==> config.mk <==
export PLATFORM = sky130hd
export DESIGN_NAME = muldiv_sequencer
export DESIGN_NICKNAME = d
export VERILOG_FILES = /design/src/rtl/muldiv_sequencer_pkg.sv /design/src/rtl/muldiv_sequencer_step.sv /design/src/rtl/muldiv_sequencer.sv
export SDC_FILE = /design/constraint.sdc
export NUM_CORES = 1
export LEC_CHECK = 0
export CAP_MARGIN = 40
export CORE_MARGIN = 1.5
export CORE_UTILIZATION = 44
export DETAILED_ROUTE_END_ITERATION = 10
export GPL_ROUTABILITY_DRIVEN = 0
export HOLD_SLACK_MARGIN = 0.03
export SETUP_SLACK_MARGIN = 0.5
export SYNTH_ARGS = -nofsm -noshare
export SYNTH_HDL_FRONTEND = slang
export SYNTH_SLANG_ARGS = --single-unit
==> constraint.sdc <==
create_clock -name iCLK -period 8.2 [get_ports iCLK]
set_clock_uncertainty 0.15 [all_clocks]
set_input_delay 2.46 -clock iCLK [delete_from_list [all_inputs] [get_ports iCLK]]
set_output_delay 2.46 -clock iCLK [all_outputs]
set_load 0.02 [all_outputs]
==> src/rtl/muldiv_sequencer_pkg.sv <==
// Shared definitions for the HI/LO multiply/divide sequencer:
// ALU control codes for the HI/LO class and the FSM state encoding.
package muldiv_sequencer_pkg;

   localparam logic [4:0] OPMULT  = 5'h18;
   localparam logic [4:0] OPMULTU = 5'h19;
   localparam logic [4:0] OPDIV   = 5'h1A;
   localparam logic [4:0] OPDIVU  = 5'h1B;
   localparam logic [4:0] OPMTHI  = 5'h1C;
   localparam logic [4:0] OPMTLO  = 5'h1D;
   localparam logic [4:0] OPMFHI  = 5'h1E;
   localparam logic [4:0] OPMFLO  = 5'h1F;

   typedef enum logic [1:0] {
      IDLE = 2'd0,
      RUN  = 2'd1,
      FIX  = 2'd2
   } state_e;

   // Any of the eight codes this block answers to
   function automatic logic is_hilo_op(input logic [4:0] op);
      return (op == OPMULT) || (op == OPMULTU) || (op == OPDIV)  || (op == OPDIVU) ||
             (op == OPMTHI) || (op == OPMTLO)  || (op == OPMFHI) || (op == OPMFLO);
   endfunction

   // Codes that start an iterative (or fast) multiply/divide
   function automatic logic is_muldiv_op(input logic [4:0] op);
      return (op == OPMULT) || (op == OPMULTU) || (op == OPDIV) || (op == OPDIVU);
   endfunction

endpackage

==> src/rtl/muldiv_sequencer_step.sv <==
// One iteration of the shift-add multiplier or the restoring divider.
// Multiply: {acc,q} holds the partial product with the multiplier in q;
//   acc += b when q[0], then the pair shifts right by one.
// Divide: {acc,q} holds remainder/dividend; shift left one bit, try to
//   subtract b from the widened remainder, keep it and shift in 1 if it fits.
module muldiv_step #(
   parameter int WIDTH = 32
) (
   input  logic             div_i,
   input  logic [WIDTH-1:0] acc_i,
   input  logic [WIDTH-1:0] q_i,
   input  logic [WIDTH-1:0] b_i,
   output logic [WIDTH-1:0] acc_o,
   output logic [WIDTH-1:0] q_o
);

   logic [WIDTH:0] sum;
   logic [WIDTH:0] trial;
   logic [WIDTH:0] diff;

   // Both candidate results are formed every cycle; mode picks one.
   // The remainder stays below b, so trial fits in WIDTH+1 bits and the
   // top bit of diff is a clean borrow flag.
   always_comb begin
      sum   = {1'b0, acc_i} + (q_i[0] ? {1'b0, b_i} : {(WIDTH+1){1'b0}});
      trial = {acc_i, q_i[WIDTH-1]};
      diff  = trial - {1'b0, b_i};
      if (div_i) begin
         if (!diff[WIDTH]) begin
            acc_o = diff[WIDTH-1:0];
            q_o   = {q_i[WIDTH-2:0], 1'b1};
         end else begin
            acc_o = trial[WIDTH-1:0];
            q_o   = {q_i[WIDTH-2:0], 1'b0};
         end
      end else begin
         acc_o = sum[WIDTH:1];
         q_o   = {sum[0], q_i[WIDTH-1:1]};
      end
   end

endmodule

==> src/rtl/muldiv_sequencer.sv <==
// HI/LO sequencer for MULT/MULTU/DIV/DIVU/MTHI/MTLO/MFHI/MFLO.
// Owns HI/LO, runs WIDTH iterations of muldiv_step for multiply/divide and
// stalls HI/LO-class requests while an operation is in flight.
// Optional feature macro: MULDIV_FAST_MULT_EN -- multiplies are done with a
// single combinational product in the accept cycle (IDLE->FIX).
module muldiv_sequencer #(
   parameter int WIDTH = 32,
   parameter int CNT_W = 6
) (
   input  logic             iCLK,
   input  logic             iRST,
   input  logic             iStart,
   input  logic [4:0]       iOp,
   input  logic [WIDTH-1:0] iA,
   input  logic [WIDTH-1:0] iB,
   output logic             oStall,
   output logic             oBusy,
   output logic             oDone,
   output logic [WIDTH-1:0] oHI,
   output logic [WIDTH-1:0] oLO
);
   import muldiv_sequencer_pkg::*;

   state_e           state_q;
   logic [CNT_W-1:0] count_q;
   logic [WIDTH-1:0] hi_q, lo_q;
   logic [WIDTH-1:0] acc_q, q_q, b_q;
   logic             div_q;
   logic             neg_p_q;   // negate product / quotient
   logic             neg_r_q;   // negate remainder
   logic             done_q;

   logic             op_div, op_signed, a_neg, b_neg, b_zero;
   logic [WIDTH-1:0] mag_a, mag_b;
   logic [WIDTH-1:0] step_acc_d, step_q_d;
   logic [WIDTH-1:0] hi_d, lo_d;
   logic [2*WIDTH-1:0] prod_d;

   // Operand decode: sign flags and magnitudes (raw for unsigned ops)
   always_comb begin
      op_div    = (iOp == OPDIV) || (iOp == OPDIVU);
      op_signed = (iOp == OPDIV) || (iOp == OPMULT);
      a_neg     = op_signed & iA[WIDTH-1];
      b_neg     = op_signed & iB[WIDTH-1];
      mag_a     = a_neg ? -iA : iA;
      mag_b     = b_neg ? -iB : iB;
      b_zero    = (iB == '0);
   end

`ifdef MULDIV_FAST_MULT_EN
   logic [2*WIDTH-1:0] fast_prod;
   assign fast_prod = {{WIDTH{1'b0}}, mag_a} * {{WIDTH{1'b0}}, mag_b};
`endif

   muldiv_step #(.WIDTH(WIDTH)) u_step (
      .div_i (div_q),
      .acc_i (acc_q),
      .q_i   (q_q),
      .b_i   (b_q),
      .acc_o (step_acc_d),
      .q_o   (step_q_d)
   );

   // Sign fix-up applied to the unsigned result when leaving FIX
   always_comb begin
      prod_d = neg_p_q ? -{acc_q, q_q} : {acc_q, q_q};
      if (div_q) begin
         hi_d = neg_r_q ? -acc_q : acc_q;
         lo_d = neg_p_q ? -q_q   : q_q;
      end else begin
         hi_d = prod_d[2*WIDTH-1:WIDTH];
         lo_d = prod_d[WIDTH-1:0];
      end
   end

   // Main FSM: accept, iterate, fix signs and write HI/LO
   always_ff @(posedge iCLK or posedge iRST) begin
      if (iRST) begin
         state_q <= IDLE;
         count_q <= '0;
         hi_q    <= '0;
         lo_q    <= '0;
         acc_q   <= '0;
         q_q     <= '0;
         b_q     <= '0;
         div_q   <= 1'b0;
         neg_p_q <= 1'b0;
         neg_r_q <= 1'b0;
         done_q  <= 1'b0;
      end else begin
         done_q <= 1'b0;
         case (state_q)
            IDLE: begin
               if (iStart) begin
                  if (is_muldiv_op(iOp)) begin
                     div_q   <= op_div;
                     neg_p_q <= a_neg ^ b_neg;
                     neg_r_q <= a_neg;
                     acc_q   <= '0;
                     if (op_div && b_zero) begin
                        // divide by zero: HI=dividend, LO=all ones, no iterations
                        acc_q   <= iA;
                        q_q     <= '1;
                        neg_p_q <= 1'b0;
                        neg_r_q <= 1'b0;
                        state_q <= FIX;
                     end
`ifdef MULDIV_FAST_MULT_EN
                     else if (!op_div) begin
                        {acc_q, q_q} <= fast_prod;
                        state_q      <= FIX;
                     end
`endif
                     else begin
                        q_q     <= op_div ? mag_a : mag_b;
                        b_q     <= op_div ? mag_b : mag_a;
                        count_q <= CNT_W'(WIDTH);
                        state_q <= RUN;
                     end
                  end else if (iOp == OPMTHI) begin
                     hi_q <= iA;
                  end else if (iOp == OPMTLO) begin
                     lo_q <= iA;
                  end
               end
            end
            RUN: begin
               acc_q   <= step_acc_d;
               q_q     <= step_q_d;
               count_q <= count_q - 1'b1;
               if (count_q == CNT_W'(1)) state_q <= FIX;
            end
            FIX: begin
               hi_q    <= hi_d;
               lo_q    <= lo_d;
               done_q  <= 1'b1;
               state_q <= IDLE;
            end
            default: state_q <= IDLE;
         endcase
      end
   end

   assign oStall = iStart & is_hilo_op(iOp) & (state_q != IDLE);
   assign oBusy  = (state_q == RUN) || (state_q == FIX);
   assign oDone  = done_q;
   assign oHI    = hi_q;
   assign oLO    = lo_q;

endmodule

==> results by group <==
Setup path
  – CP arrival: 3.83 ns
  – CP Capture Type: primary output
  – Critical path data required time: 5.59 ns
  – CP Launch Type: input port
  – CP max FO: 5
  – Setup CP Type: input port to primary output

Clock network
  – Max clock buf depth: 2
  – Number of setup buffers added after CTS: 0
  – Post-cts repair resize count: 0
  – TritonCTS Buffers: 17
  – Root buf cell: clkbuf_16
  – CTS Hold Bufs: 0
  – CTS tree: done
  – # clock sinks: 172
  – Htree depth: 4
  – Skew-Pair Late Insertion Delay: 0.44 ns
  – Clk slew on worst S/H paths: 0.07 ns

Timing
  – Final setup TNS: 0 ns
  – Final WS setup: 1.763 ns
  – Hold Vio Cnt, Final: 0
  – Max Slew Vio Count: 0
  – Period minus WS final: 6.437 ns
  – RSZ-0062 raised after global routing: no
  – FMAX: 0.1554 GHz
  – Final Cycle Share: 78.50%
  – Worst slew pin tran: 0.9078 ns
  – Rel. slew slack: 39.48%
  – Final Setup Violations: 0

Route
  – Final WL: 58.93 mm
  – Drc violations: 0
  – DR vias/cell: 6.250
  – Via Count: 15744
  – WL/cell: 23.39 µm
  – First-pass detailed-route iteration total: 6
  – Antenna viol nets, final: 0
  – Drt initial violations: 1755

Floorplan
  – Die Ht: 190.3 µm
  – Core area: 34540 µm²
  – Row Count: 68
  – Initial Util: 44.70%
  – # IOs: 139
  – Die Width: 190.3 µm
  – Die area: 36230 µm²

Cells and area
  – Layout cells sized above 1: 4.556%
  – Most frequent cells in the layout: 242 x nand2_1, 233 x o21ai_0, 171 x dfrtp_1
  – Seq. cell area: 4305 µm²
  – Post-route design area: 17700 µm²
  – Post-route insts no fill: 2519
  – Area of the multi-input gates: 10430 µm²
  – NumNets Final: 2197
  – Leading cell type in the layout, fill and taps excluded: nand2_1
  – Fill cells: 3425
  – Synthesis-to-layout area growth: 14.60%

Placed design
  – Cells after DPL: 2486
  – IO buf count: 138
  – Post-DP HPWL: 44.41 mm
  – Placement Setup Slack: 1.770 ns
  – Area after DPL: 17110 µm²

Power and ir drop
  – Psw: 3.494 mW
  – Flop pwr share: 24.8%
  – Worst vdd ir: 0.0005250 V
  – Clock network power share: 12.0%
  – Tot Pwr: 6.904 mW
  – Switch share: 50.61%
  – Pleak: 7.334 nW
  – Cell Int Power: 3.410 mW
  – Part of the power in combinational logic: 63.2%
  – Power per standard cell area: 390.1 nW/µm²

GRT
  – Tot GR Track Use: 32.25%
  – Vias in the first global route: 14491
  – Global-route wire length before repair: 88.37 mm
  – Grt total ovfl: 0
  – Pin count of the biggest net entering global routing: 93
  – Initial antenna violation count: 1

Synth
  – EDFF count, synth: 0
  – Mapped Nets: 2149
  – Seq cells post-synth: 172
  – Cell count after synthesis: 2002
  – Yosys cell types: 80
  – Synthesized area: 15440 µm²
  – Ys Warns: 0
  – Seq/Total Area, Yosys: 27.87%
  – Mean Syn Cell Area: 7.713 µm²
  – Ys async rst share: 100.0%
  – Top FF cell, synth: dfrtp_1

Min path
  – Min-Delay Path Class: register to register

Outcome
  – Outcome: complete, no violations

Job
  – Max-cap violation count: 0
cell families (layout without fill, tap and decap cells):
logic type               count (synthesis)  after routing  synth area share (%)
AO/OA/AOI/OAI                          680            680                 27.39
XOR/XNOR                               170            170                 9.643
adder cells (fa/ha/maj)                 75             75                 6.175
buffers and inverters                  195            256                 4.886
flip-flops                             172            172                 27.87
multiplexers                            67             67                 4.432
other                                    0              1                     0
AND/OR/NAND/NOR                        643            643                 19.60
stage by stage:
stage                     hold WS [ns]  utilization (%)
after floorplan                 0.2994                -
after global placement          0.3112            49.38
after detailed placement        0.3176            49.54
after CTS                       0.3327            51.22
after global routing            0.3494            51.22
final                           0.3285            51.23
per-layer routing:
layer  GRT usage, %  part of all wire, %  up-vias
li1               -                    -     7363
met1          43.54                   42     7471
met2          48.81                   43      771
met3          5.834                  9.0      139
met4          17.41                  5.4        0
met5              0                    0        -
power groups by stage:
stage / Clock, mW / Sequential (mW) / Combinational [mW]
6_report: 0.831 / 1.71 / 4.36
5_1_grt: 0.871 / 1.75 / 4.77
4_1_cts: 0.835 / 1.69 / 4.31
3_5_place_dp: 0 / 1.71 / 4.30
3_3_place_gp: 0 / 1.70 / 4.23
2_1_floorplan: 0 / 1.68 / 2.92
state kept, by name, indices dropped and copies added (netlist names):
register  cells
acc_q        32
b_q          32
oHI          32
oLO          32
q_q          32
count_q       6
state_q       2
div_q         1
neg_p_q       1
neg_r_q       1
oDone         1
synth_stat cells (8+ instances only):
cell type | number | area share [%]
a211oi_1 | 22 | 1.1
a21o_1 | 41 | 2.0
a21oi_1 | 156 | 5.1
a221oi_1 | 21 | 1.2
a31oi_1 | 28 | 1.1
and2_1 | 10 | 0.41
and3_1 | 14 | 0.57
buf_1 | 9 | 0.22
clkbuf_1 | 114 | 2.8
dfrtp_1 | 172 | 28
ha_1 | 73 | 5.9
inv_1 | 62 | 1.5
mux2_2 | 11 | 0.80
mux2i_1 | 56 | 3.6
nand2_1 | 243 | 5.9
nand2b_1 | 17 | 0.69
nand3_1 | 46 | 1.5
nand4_1 | 19 | 0.77
nor2_1 | 158 | 3.8
nor2b_1 | 16 | 0.65
nor3_1 | 40 | 1.3
nor4_1 | 18 | 0.73
o211ai_1 | 33 | 1.6
o21a_1 | 14 | 0.68
o21ai_0 | 233 | 7.6
o21bai_1 | 8 | 0.39
o311ai_0 | 11 | 0.62
o31ai_1 | 26 | 1.3
o41ai_1 | 14 | 0.79
or3_1 | 14 | 0.57
or4_1 | 10 | 0.49
xnor2_1 | 73 | 4.1
xor2_1 | 97 | 5.5
worst max-delay path, cell delays in order:
cell,delay (ns)
clkdlybuf4s50_1,0.48
nand3_1,0.15
nor2_1,0.13
clkdlybuf4s50_1,0.61
area by class of cell:
type | count | area share, %
Tap cell | 455 | 3.217
Multi-Input combinational cell | 1635 | 58.92
Clock buffer | 23 | 2.644
Antenna cell | 1 | 0.01414
Inverter | 63 | 1.365
Timing Repair Buffer | 161 | 8.881
Sequential cell | 172 | 24.33
Clock inverter | 9 | 0.6293
worst paths after layout:
path | end | slack [ns] | startpoint | cells after the start
worst max-delay path | oStall | 1.76 | iOp[4] | 4
worst min-delay path | oLO[6] | 0.33 | oLO[6] | 1
worst max register to register | acc_q[5] | 3.66 | q_q[31] | 13
worst min register to register | oLO[6] | 0.33 | oLO[6] | 1
max in group asynchronous | div_q | 4.38 | iRST | 3
min in group asynchronous | oLO[23] | 2.30 | iRST | 2
Power figures use the tool's default switching activity.
